[src/rtl/fifo_rr_arbiter_pkg.sv]
// Shared widths, destination field and FSM encoding for the FIFO round-robin arbiter.
package fifo_rr_arbiter_pkg;

  localparam int unsigned DATA_W    = 6;
  localparam int unsigned DEST_MSB  = 5;
  localparam int unsigned DEST_LSB  = 4;
  localparam int unsigned NUM_PORTS = 4;

  typedef enum logic [1:0] {
    StIdle  = 2'd0,
    StArb   = 2'd1,
    StDrain = 2'd2
  } state_e;

  function automatic logic [1:0] onehot_to_idx(input logic [NUM_PORTS-1:0] oh);
    logic [1:0] idx;
    idx = '0;
    for (int i = 0; i < NUM_PORTS; i++) begin
      if (oh[i]) idx = 2'(i);
    end
    return idx;
  endfunction

endpackage

[src/rtl/fifo_rr_arbiter_rr_pick4.sv]
// Four-way round-robin priority search: first requester at or above rr_i, wrapping 3->0.
module rr_pick4 (
  input  logic [3:0] req_i,
  input  logic [1:0] rr_i,
  output logic [3:0] gnt_o,
  output logic       valid_o
);

  logic [1:0] idx;
  logic       found;

  always_comb begin
    gnt_o = '0;
    found = 1'b0;
    idx   = rr_i;
    for (int i = 0; i < 4; i++) begin
      idx = rr_i + 2'(i);
      if (!found && req_i[idx]) begin
        gnt_o[idx] = 1'b1;
        found      = 1'b1;
      end
    end
    valid_o = found;
  end

endmodule

[src/rtl/fifo_rr_arbiter.sv]
// Pops non-empty input FIFOs in round-robin order and routes each word to the output FIFO
// selected by its top two bits, with a fixed two-cycle pop-to-push pipeline.
module fifo_rr_arbiter
  import fifo_rr_arbiter_pkg::*;
#(
  parameter int unsigned NUM_IN   = NUM_PORTS,
  parameter int unsigned DEPTH    = 4,
  parameter int unsigned PUSH_LAT = 2,
  parameter int unsigned CNT_W    = 3
) (
  input  logic                     clk,
  input  logic                     reset_L,
  input  logic                     enable,
  input  logic [NUM_IN-1:0]        in_push,
  input  logic [NUM_IN*DATA_W-1:0] in_data,
  output logic [NUM_IN-1:0]        in_pop,
  input  logic [NUM_PORTS-1:0]     out_pausa,
  output logic [NUM_PORTS-1:0]     out_push,
  output logic [DATA_W-1:0]        out_data,
  output logic                     active,
  output logic                     error
);

  // The counter register supplies the last cycle of push latency, so the delay line is one short.
  localparam int unsigned DlyStages = PUSH_LAT - 1;

  state_e                         state_q, state_d;
  logic [DlyStages-1:0][NUM_IN-1:0] dly_q;
  logic [NUM_IN-1:0][CNT_W-1:0]   cnt_q, cnt_d;
  logic [NUM_IN-1:0]              last_pop_q;
  logic [1:0]                     rr_q, rr_d;
  logic                           pop_vld_q;
  logic [1:0]                     pop_idx_q;
  logic                           hold_vld_q;
  logic [DATA_W-1:0]              hold_q;
  logic                           error_q;

  logic [NUM_IN-1:0] inc, has_word, elig, gnt, want;
  logic              gnt_vld, ovf, illegal;

  assign inc = dly_q[DlyStages-1];

  always_comb begin
    for (int i = 0; i < NUM_IN; i++) has_word[i] = (cnt_q[i] != '0);
  end

  assign elig = has_word & ~last_pop_q & {NUM_IN{~|out_pausa}};

  rr_pick4 u_pick (
    .req_i  (elig),
    .rr_i   (rr_q),
    .gnt_o  (gnt),
    .valid_o(gnt_vld)
  );

  // A grant to an empty input is suppressed and flagged rather than issued.
  assign want    = (state_q == StArb && enable && gnt_vld) ? gnt : '0;
  assign illegal = |(want & ~has_word);
  assign in_pop  = want & has_word;

  assign rr_d = (|in_pop) ? onehot_to_idx(in_pop) + 2'd1 : rr_q;

  always_comb begin
    cnt_d = cnt_q;
    ovf   = 1'b0;
    for (int i = 0; i < NUM_IN; i++) begin
      if (inc[i] && !in_pop[i]) begin
        if (cnt_q[i] == CNT_W'(DEPTH)) ovf = 1'b1;
        else                           cnt_d[i] = cnt_q[i] + CNT_W'(1);
      end else if (!inc[i] && in_pop[i]) begin
        cnt_d[i] = cnt_q[i] - CNT_W'(1);
      end
    end
  end

  always_comb begin
    state_d = state_q;
    unique case (state_q)
      StIdle:  if (enable) state_d = StArb;
      StArb:   if (!enable) state_d = StDrain;
      // No pop is issued in the last ARB cycle, so only the held word can remain.
      StDrain: if (!pop_vld_q) state_d = StIdle;
      default: state_d = StIdle;
    endcase
  end

  always_ff @(posedge clk or negedge reset_L) begin
    if (!reset_L) begin
      state_q    <= StIdle;
      dly_q      <= '0;
      cnt_q      <= '0;
      last_pop_q <= '0;
      rr_q       <= '0;
      pop_vld_q  <= 1'b0;
      pop_idx_q  <= '0;
      hold_vld_q <= 1'b0;
      hold_q     <= '0;
      error_q    <= 1'b0;
    end else begin
      state_q    <= state_d;
      dly_q[0]   <= in_push;
      for (int s = 1; s < DlyStages; s++) dly_q[s] <= dly_q[s-1];
      cnt_q      <= cnt_d;
      last_pop_q <= in_pop;
      rr_q       <= rr_d;
      pop_vld_q  <= |in_pop;
      pop_idx_q  <= onehot_to_idx(in_pop);
      hold_vld_q <= pop_vld_q;
      if (pop_vld_q) hold_q <= in_data[pop_idx_q*DATA_W +: DATA_W];
      error_q    <= error_q | ovf | illegal;
    end
  end

  always_comb begin
    out_push = '0;
    if (hold_vld_q) out_push[hold_q[DEST_MSB:DEST_LSB]] = 1'b1;
  end

  assign out_data = hold_q;
  assign active   = (state_q == StArb);
  assign error    = error_q;

endmodule

[config.mk]
export PLATFORM = sky130hd
export DESIGN_NAME = fifo_rr_arbiter
export DESIGN_NICKNAME = d
export VERILOG_FILES = /design/src/rtl/fifo_rr_arbiter_pkg.sv /design/src/rtl/fifo_rr_arbiter_rr_pick4.sv /design/src/rtl/fifo_rr_arbiter.sv
export SDC_FILE = /design/constraint.sdc
export NUM_CORES = 1
export LEC_CHECK = 0
export BUFFER_PORTS_ARGS = -buffer_cell sky130_fd_sc_hd__buf_4
export CORE_UTILIZATION = 35
export CTS_BUF_LIST = sky130_fd_sc_hd__clkbuf_16
export DETAILED_ROUTE_END_ITERATION = 10
export HOLD_SLACK_MARGIN = 0.06
export PLACE_DENSITY = 0.65
export SETUP_SLACK_MARGIN = 0.2
export SYNTH_ARGS = -nofsm -noshare
export SYNTH_HDL_FRONTEND = slang
export SYNTH_SLANG_ARGS = --single-unit
[constraint.sdc]
create_clock -name clk -period 6.9 [get_ports clk]
set_clock_uncertainty 0.15 [all_clocks]
set_input_delay 1.035 -clock clk [delete_from_list [all_inputs] [get_ports clk]]
set_output_delay 1.035 -clock clk [all_outputs]
set_load 0.05 [all_outputs]
==> run metrics, run 1 <==
vias post-DR=2300; cts bufs inserted=5; Sw Ratio=39.86%; die width=88.60 um; Leak Pwr=1.383 nW; Clock Power Share=24.4%; first-pass GRT wire length=between 9000 and 10000 um; share of the synthesized area in the top cell type=33.37%; max incr delay on CP=just over 700 ps; Pins Over Slew Limit=0; average size of a mapped cell=9.943 um^2; Reg clk slew, reported paths=about 60 ps; Critical Path Start Type=flop; CP Buf/Inv Count=3; core box area=around 7300 um^2; Starting Density=36.19%; GRT overflow=0; critical-path cell list=inv_1 -> ha_1 -> inv_1 -> o2111ai_1 -> a2111oi_0 -> o31ai_1 -> a31oi_1 -> and2_0 -> buf_4; critical path's top delay family=compound AO/OA/AOI/OAI gates; Max Fclk=between 150 and 200 MHz; PwrDens=roughly 290 nW/um^2; dpl hpwl=4464 um; post-CTS sizing=0; RSZ-0062 raised after global routing=no; WP data required=between 5000 and 6000 ps; Finished Layout Cells=410; Worst-Margin Slew=between 800 and 900 ps; IR Drop Worst-Case VDD=142.4 uV; Final TNS setup=0 ps; DR pass1 iterations=4; register area share after synthesis=33.37%; cell total after placement=402; vias per cell=5.610; final WL=6072 um; Post-synth EDFFs=0; via count of the first global-routing pass=approximately 2100; Vert. Die Dim=88.60 um; GP Congestion=0.8716; commonest non-fill, non-tap cell in the layout=buf_4; Hold Crit Class=flop to flop; Comb pwr share=39.4%; number of warnings issued by yosys=0; Synth Cell Area=2625 um^2; cell mode on critical path=inv_1; Internal Power=between 500 and 600 uW; post-synthesis cell type count=61; FF+latch count, synth=35; Final Setup Violations=0; Yosys top cell by area=dfrtp_1; CP max stage cell=a31oi_1; Area contributors post-synth=dfrtp_1, mux4_2, mux2_2; synth-to-layout area growth=22.59%; share of layout cells above drive strength 1=29.58%; clock root buffer=clkbuf_16; most frequent cells in the layout=buf_4, dfrtp_1, nor2_1, nand3_1; Clock Path Buffers=2; capturing element type of the critical path=primary output; Post-Syn Instances=264; Final nets=around 360; worst-path maximum fanout=16; I/O pin total=51; Hold-fix buffers, CTS=0; Max Cap Violations=0; syn_nets=311; post-route antenna net violation count=0; CP Data Arrival Time=approximately 4200 ps; relative slew slack=41.03%; GRT Total Usage=16.23%; post-route setup slack=1519 ps; largest net degree at the start of global routing=36; postcts setup bufs=0; drt first-iter violations=162; Sequential Power Share=36.3%; initial antenna violation count=0; Port Buffers=50; Die ar.=7850 um^2; Post-synth ARST share=100.0%; final instance area=3218 um^2; # diodes=0; Primary FF master, synth=dfrtp_1; Setup Crit Path Kind=flop to primary output; placed cell area=3068 um^2; H-Tree Depth=2; Tcrit/Tclk final=77.99%; pre-CTS setup slack=1923 ps; Final Hold Vio Count=0; Final Critical Period=approximately 5400 ps; Skew-Pair Late Insertion Delay=280 ps; fin util=44.37%; # rows=31; switching pwr=369.2 uW; wire length per cell=14.81 um; clk sink count=35; Residual DRC=0; outcome=completed; CTS tree=built
## worst paths after layout
| kind | start | endpoint | slack, ps | cells past startpoint |
|---|---|---|---|---|
| min in group asynchronous | reset_L | cnt_q[1] | 560 | 1 |
| setup reg to reg | rr_q[0] | cnt_q[1] | 2060 | 14 |
| max in group asynchronous | reset_L | rr_q[0] | 5710 | 1 |
| hold reg to reg | state_q[0] | state_q[1] | 290 | 1 |
| hold / removal | state_q[0] | state_q[1] | 290 | 1 |
| setup / recovery | rr_q[0] | in_pop[0] | 1520 | 9 |
## synth_stat cells, types with 2 or more instances
library cell / n
dfrtp_1: 35
nor2_1: 19
nand3_1: 15
inv_1: 14
nand2_1: 14
o22ai_1: 13
mux2_2: 11
o21ai_0: 10
ha_1: 8
a21oi_1: 7
a31oi_1: 7
clkbuf_1: 7
mux4_2: 7
mux2i_1: 6
or3_1: 5
a211oi_1: 4
fa_1: 4
o22a_1: 4
xnor2_1: 4
buf_2: 3
nor2b_1: 3
nor3_1: 3
nor4_1: 3
o2111ai_1: 3
o31ai_1: 3
or3_4: 3
xor2_1: 3
a221o_1: 2
a32oi_2: 2
a41o_1: 2
and2_1: 2
and3_1: 2
buf_6: 2
nor3_4: 2
o2111a_1: 2
o211ai_1: 2
o21bai_1: 2
o2bb2ai_1: 2
or4_1: 2
## metal layers
layer	vias to the layer above	track usage, %	routed length (um)
met4	0	5.572	72
li1	1108	-	-
met3	8	3.731	428
met5	-	0	0
met2	83	26.22	2791
met1	1101	21.41	2780
## metrics by stage
stage,hold WS (ps),power [mW]
after floorplan,201.9,0.6106
after global placement,273.2,0.6891
after detailed placement,285.6,0.6999
after CTS,291.8,0.9328
after global routing,309.6,0.9912
final,290.0,0.9262
## power by group through the flow
stage	Combinational (mW)	Sequential [mW]	Clock, mW
final	0.364	0.336	0.226
after global routing	0.402	0.346	0.243
after CTS	0.362	0.335	0.235
after detailed placement	0.361	0.339	0
after global placement	0.353	0.336	0
after floorplan	0.290	0.321	0
## flip-flops by register name (all words and copies together), names as in the netlist
signal and count:
dly_q 4, last_pop_q 4, pop_vld_q 1, hold_vld_q 1, rr_q 2, out_data 6, pop_idx_q 2, error 1
state_q 2, cnt_q 12
## cell type report
class | count | area [um^2]
timing repair buffer | 51 | 382.9
tap | 99 | 123.9
fill | 669 | 4035
clock buffer | 5 | 125.1
sequential | 35 | 875.8
multi-input combinational | 203 | 1633
clock inverter | 3 | 25.02
inverter | 14 | 52.55
## kinds of logic (layout without fill, tap and decap cells)
| kind of cell | after synthesis | in the layout | share of synthesized area (%) |
|---|---|---|---|
| and+or+nand+nor | 84 | 84 | 18.16 |
| adders and majority gates | 12 | 12 | 6.864 |
| xor gates and xnor gates | 7 | 7 | 2.336 |
| buffers and inverters | 26 | 73 | 4.433 |
| AOI/OAI and AO/OA | 75 | 75 | 21.40 |
| muxes | 25 | 25 | 13.44 |
| DFF | 35 | 35 | 33.37 |
Note: power is estimated with default switching activity, not from simulation.
==> run 2, diff against run 1 <==
--- a/config.mk
+++ b/config.mk
@@ -10,7 +10,7 @@
 export CTS_BUF_LIST = sky130_fd_sc_hd__clkbuf_16
 export DETAILED_ROUTE_END_ITERATION = 10
 export HOLD_SLACK_MARGIN = 0.06
-export PLACE_DENSITY = 0.65
+export PLACE_DENSITY = 0.67
 export SETUP_SLACK_MARGIN = 0.2
 export SYNTH_ARGS = -nofsm -noshare
 export SYNTH_HDL_FRONTEND = slang
==> constraint.sdc (replaced) <==
create_clock -name clk -period 4.4 [get_ports clk]
set_clock_uncertainty 0.15 [all_clocks]
set_input_delay 0.66 -clock clk [delete_from_list [all_inputs] [get_ports clk]]
set_output_delay 0.66 -clock clk [all_outputs]
set_load 0.05 [all_outputs]
==> run metrics, run 2 (synthesis results as in run 1) <==
# diodes=0 (unchanged); Setup Crit Path Kind=flop to primary output (unchanged); vias per cell=5.614 (was 5.610); share of layout cells above drive strength 1=31.65% (was 29.58%); Max Cap Violations=0 (unchanged); PwrDens=449.7 nW/um^2 (was 287.8 nW/um^2); Tcrit/Tclk final=90.31%; Final Critical Period=just under 4000 ps; GRT overflow=0 (unchanged); outcome=completed (unchanged); initial antenna violation count=0 (unchanged); Clock Power Share=24.3% (was 24.4%); wire length per cell=14.94 um (was 14.81 um); via count of the first global-routing pass=2260 (was 2094); Internal Power=880.2 uW (was 557.0 uW); cts bufs inserted=5 (unchanged); Worst-Margin Slew=458.0 ps (was 880.5 ps); commonest non-fill, non-tap cell in the layout=buf_4 (unchanged); capturing element type of the critical path=primary output (unchanged); Max Fclk=251.7 MHz; Sequential Power Share=35.7% (was 36.3%); IR Drop Worst-Case VDD=223.1 uV (was 142.4 uV); vias post-DR=2330 (was 2300); GP Congestion=0.8864 (was 0.8716); CP Buf/Inv Count=3 (unchanged); Starting Density=36.19% (unchanged); Reg with most FFs=cnt_q (unchanged); H-Tree Depth=2 (unchanged); Leak Pwr=1.405 nW (was 1.383 nW); Final nets=362 (was 357); post-route antenna net violation count=0 (unchanged); Reg clk slew, reported paths=60 ps (about the same); Largest register FFs=12 (unchanged); switching pwr=586.8 uW (was 369.2 uW); Final Hold Vio Count=0 (unchanged); relative slew slack=69.47% (was 41.03%); # rows=31 (unchanged); CP Data Arrival Time=3160 ps (was 4200 ps); Port Buffers=50 (unchanged); Sw Ratio=40.00% (was 39.86%); Skew-Pair Late Insertion Delay=280 ps (about the same); RSZ-0062 raised after global routing=no (unchanged); worst-path maximum fanout=10 (was 16); clk sink count=35 (unchanged); Pins Over Slew Limit=0 (unchanged); Comb pwr share=40.0% (was 39.4%); synth-to-layout area growth=24.26% (was 22.59%); Die ar.=7850 um^2 (unchanged); DR pass1 iterations=4 (unchanged); Residual DRC=0 (unchanged); Hold Crit Class=input pin to asynchronous set/reset pin (was flop to flop); core box area=7253 um^2 (unchanged); most frequent cells in the layout=buf_4, dfrtp_1, nor2_1, nand3_1, nand2_1 (was buf_4, dfrtp_1, nor2_1, nand3_1); critical-path cell list=inv_1 -> ha_1 -> inv_2 -> o2111ai_1 -> a2111oi_1 -> or3_1 -> a221o_1 -> nand2_2 -> nor2_2 -> buf_4 (was inv_1 -> ha_1 -> inv_1 -> o2111ai_1 -> a2111oi_0 -> o31ai_1 -> a31oi_1 -> and2_0 -> buf_4); largest net degree at the start of global routing=36 (unchanged); I/O pin total=51 (unchanged); Final TNS setup=0 ps (unchanged); die width=88.60 um (unchanged); GRT Total Usage=16.79% (was 16.23%); Filler cells=695 (was 669); fin util=44.97% (was 44.37%); clock root buffer=clkbuf_16 (unchanged); critical path's top delay family=compound AO/OA/AOI/OAI gates (unchanged); first-pass GRT wire length=10180 um (was 9798 um); worst reg-to-reg setup slack=440 ps (was 2060 ps); Final Setup Violations=0 (unchanged); CP max stage cell=a2111oi_1 (was a31oi_1); WP data required=3590 ps (was 5710 ps); dpl hpwl=4580 um (was 4464 um); Vert. Die Dim=88.60 um (unchanged); max incr delay on CP=490 ps (was 710 ps); Critical Path Start Type=flop (unchanged); CTS tree=built (unchanged); drt first-iter violations=135 (was 162); final WL=6199 um (was 6072 um); Clock Path Buffers=2 (unchanged)
run 2: through the flow:
stage	total power [mW]	hold WS [ps]	instance area [um^2]	cells	worst slack [ps]
4_1_cts	1.471	201.0	3256	415	206.0
3_3_place_gp	1.086	276.9	3105	407	327.3
6_report	1.467	176.8	3262	415	426.4
5_1_grt	1.569	216.7	3262	415	219.8
3_5_place_dp	1.108	284.6	3105	407	246.9
2_1_floorplan	0.9575	201.9	2625	264	336.4
run 2: path summary, 6_finish.rpt:
path,endpoint,depth (start not counted),startpoint
max in group asynchronous,cnt_q[9],1,reset_L
worst min-delay path,dly_q[0],1,reset_L
min in group clk,state_q[1],1,state_q[0]
worst min register to register,state_q[1],1,state_q[0]
worst max register to register,cnt_q[8],14,rr_q[1]
worst max-delay path,in_pop[1],10,rr_q[1]
run 2: area by class of cell:
class / count / area [um^2] / share of cell area (%)
multi-input combinational: 203 / 1639 / 50.25
sequential: 35 / 875.8 / 26.85
timing repair buffer: 56 / 420.4 / 12.89
clock buffer: 5 / 125.1 / 3.836
tap: 99 / 123.9 / 3.797
inverter: 14 / 52.55 / 1.611
clock inverter: 3 / 25.02 / 0.7672
run 2: power groups by stage:
| stage | logic (mW) | registers, mW | clock network [mW] |
|---|---|---|---|
| detailed placement | 0.578 | 0.530 | 0 |
| floorplan | 0.454 | 0.503 | 0 |
| CTS | 0.580 | 0.525 | 0.366 |
| global placement | 0.561 | 0.526 | 0 |
| finish | 0.586 | 0.524 | 0.357 |
| global route | 0.651 | 0.539 | 0.379 |
run 2: timing repair:
| action | in CTS | in global routing |
|---|---|---|
| hold buffers | 0 | 0 |
| resized for setup | 0 | 4 |
| buffers inserted | 0 | 0 |
| setup endpoints to repair | 0 | 5 |
run 2: routing by layer:
metal	wire length (um)	global-route usage (%)	vias to the layer above
met5	0	0	-
met4	42	4.252	0
met3	275	3.172	5
met2	3104	30.28	52
met1	2777	20.55	1155
li1	-	-	1118
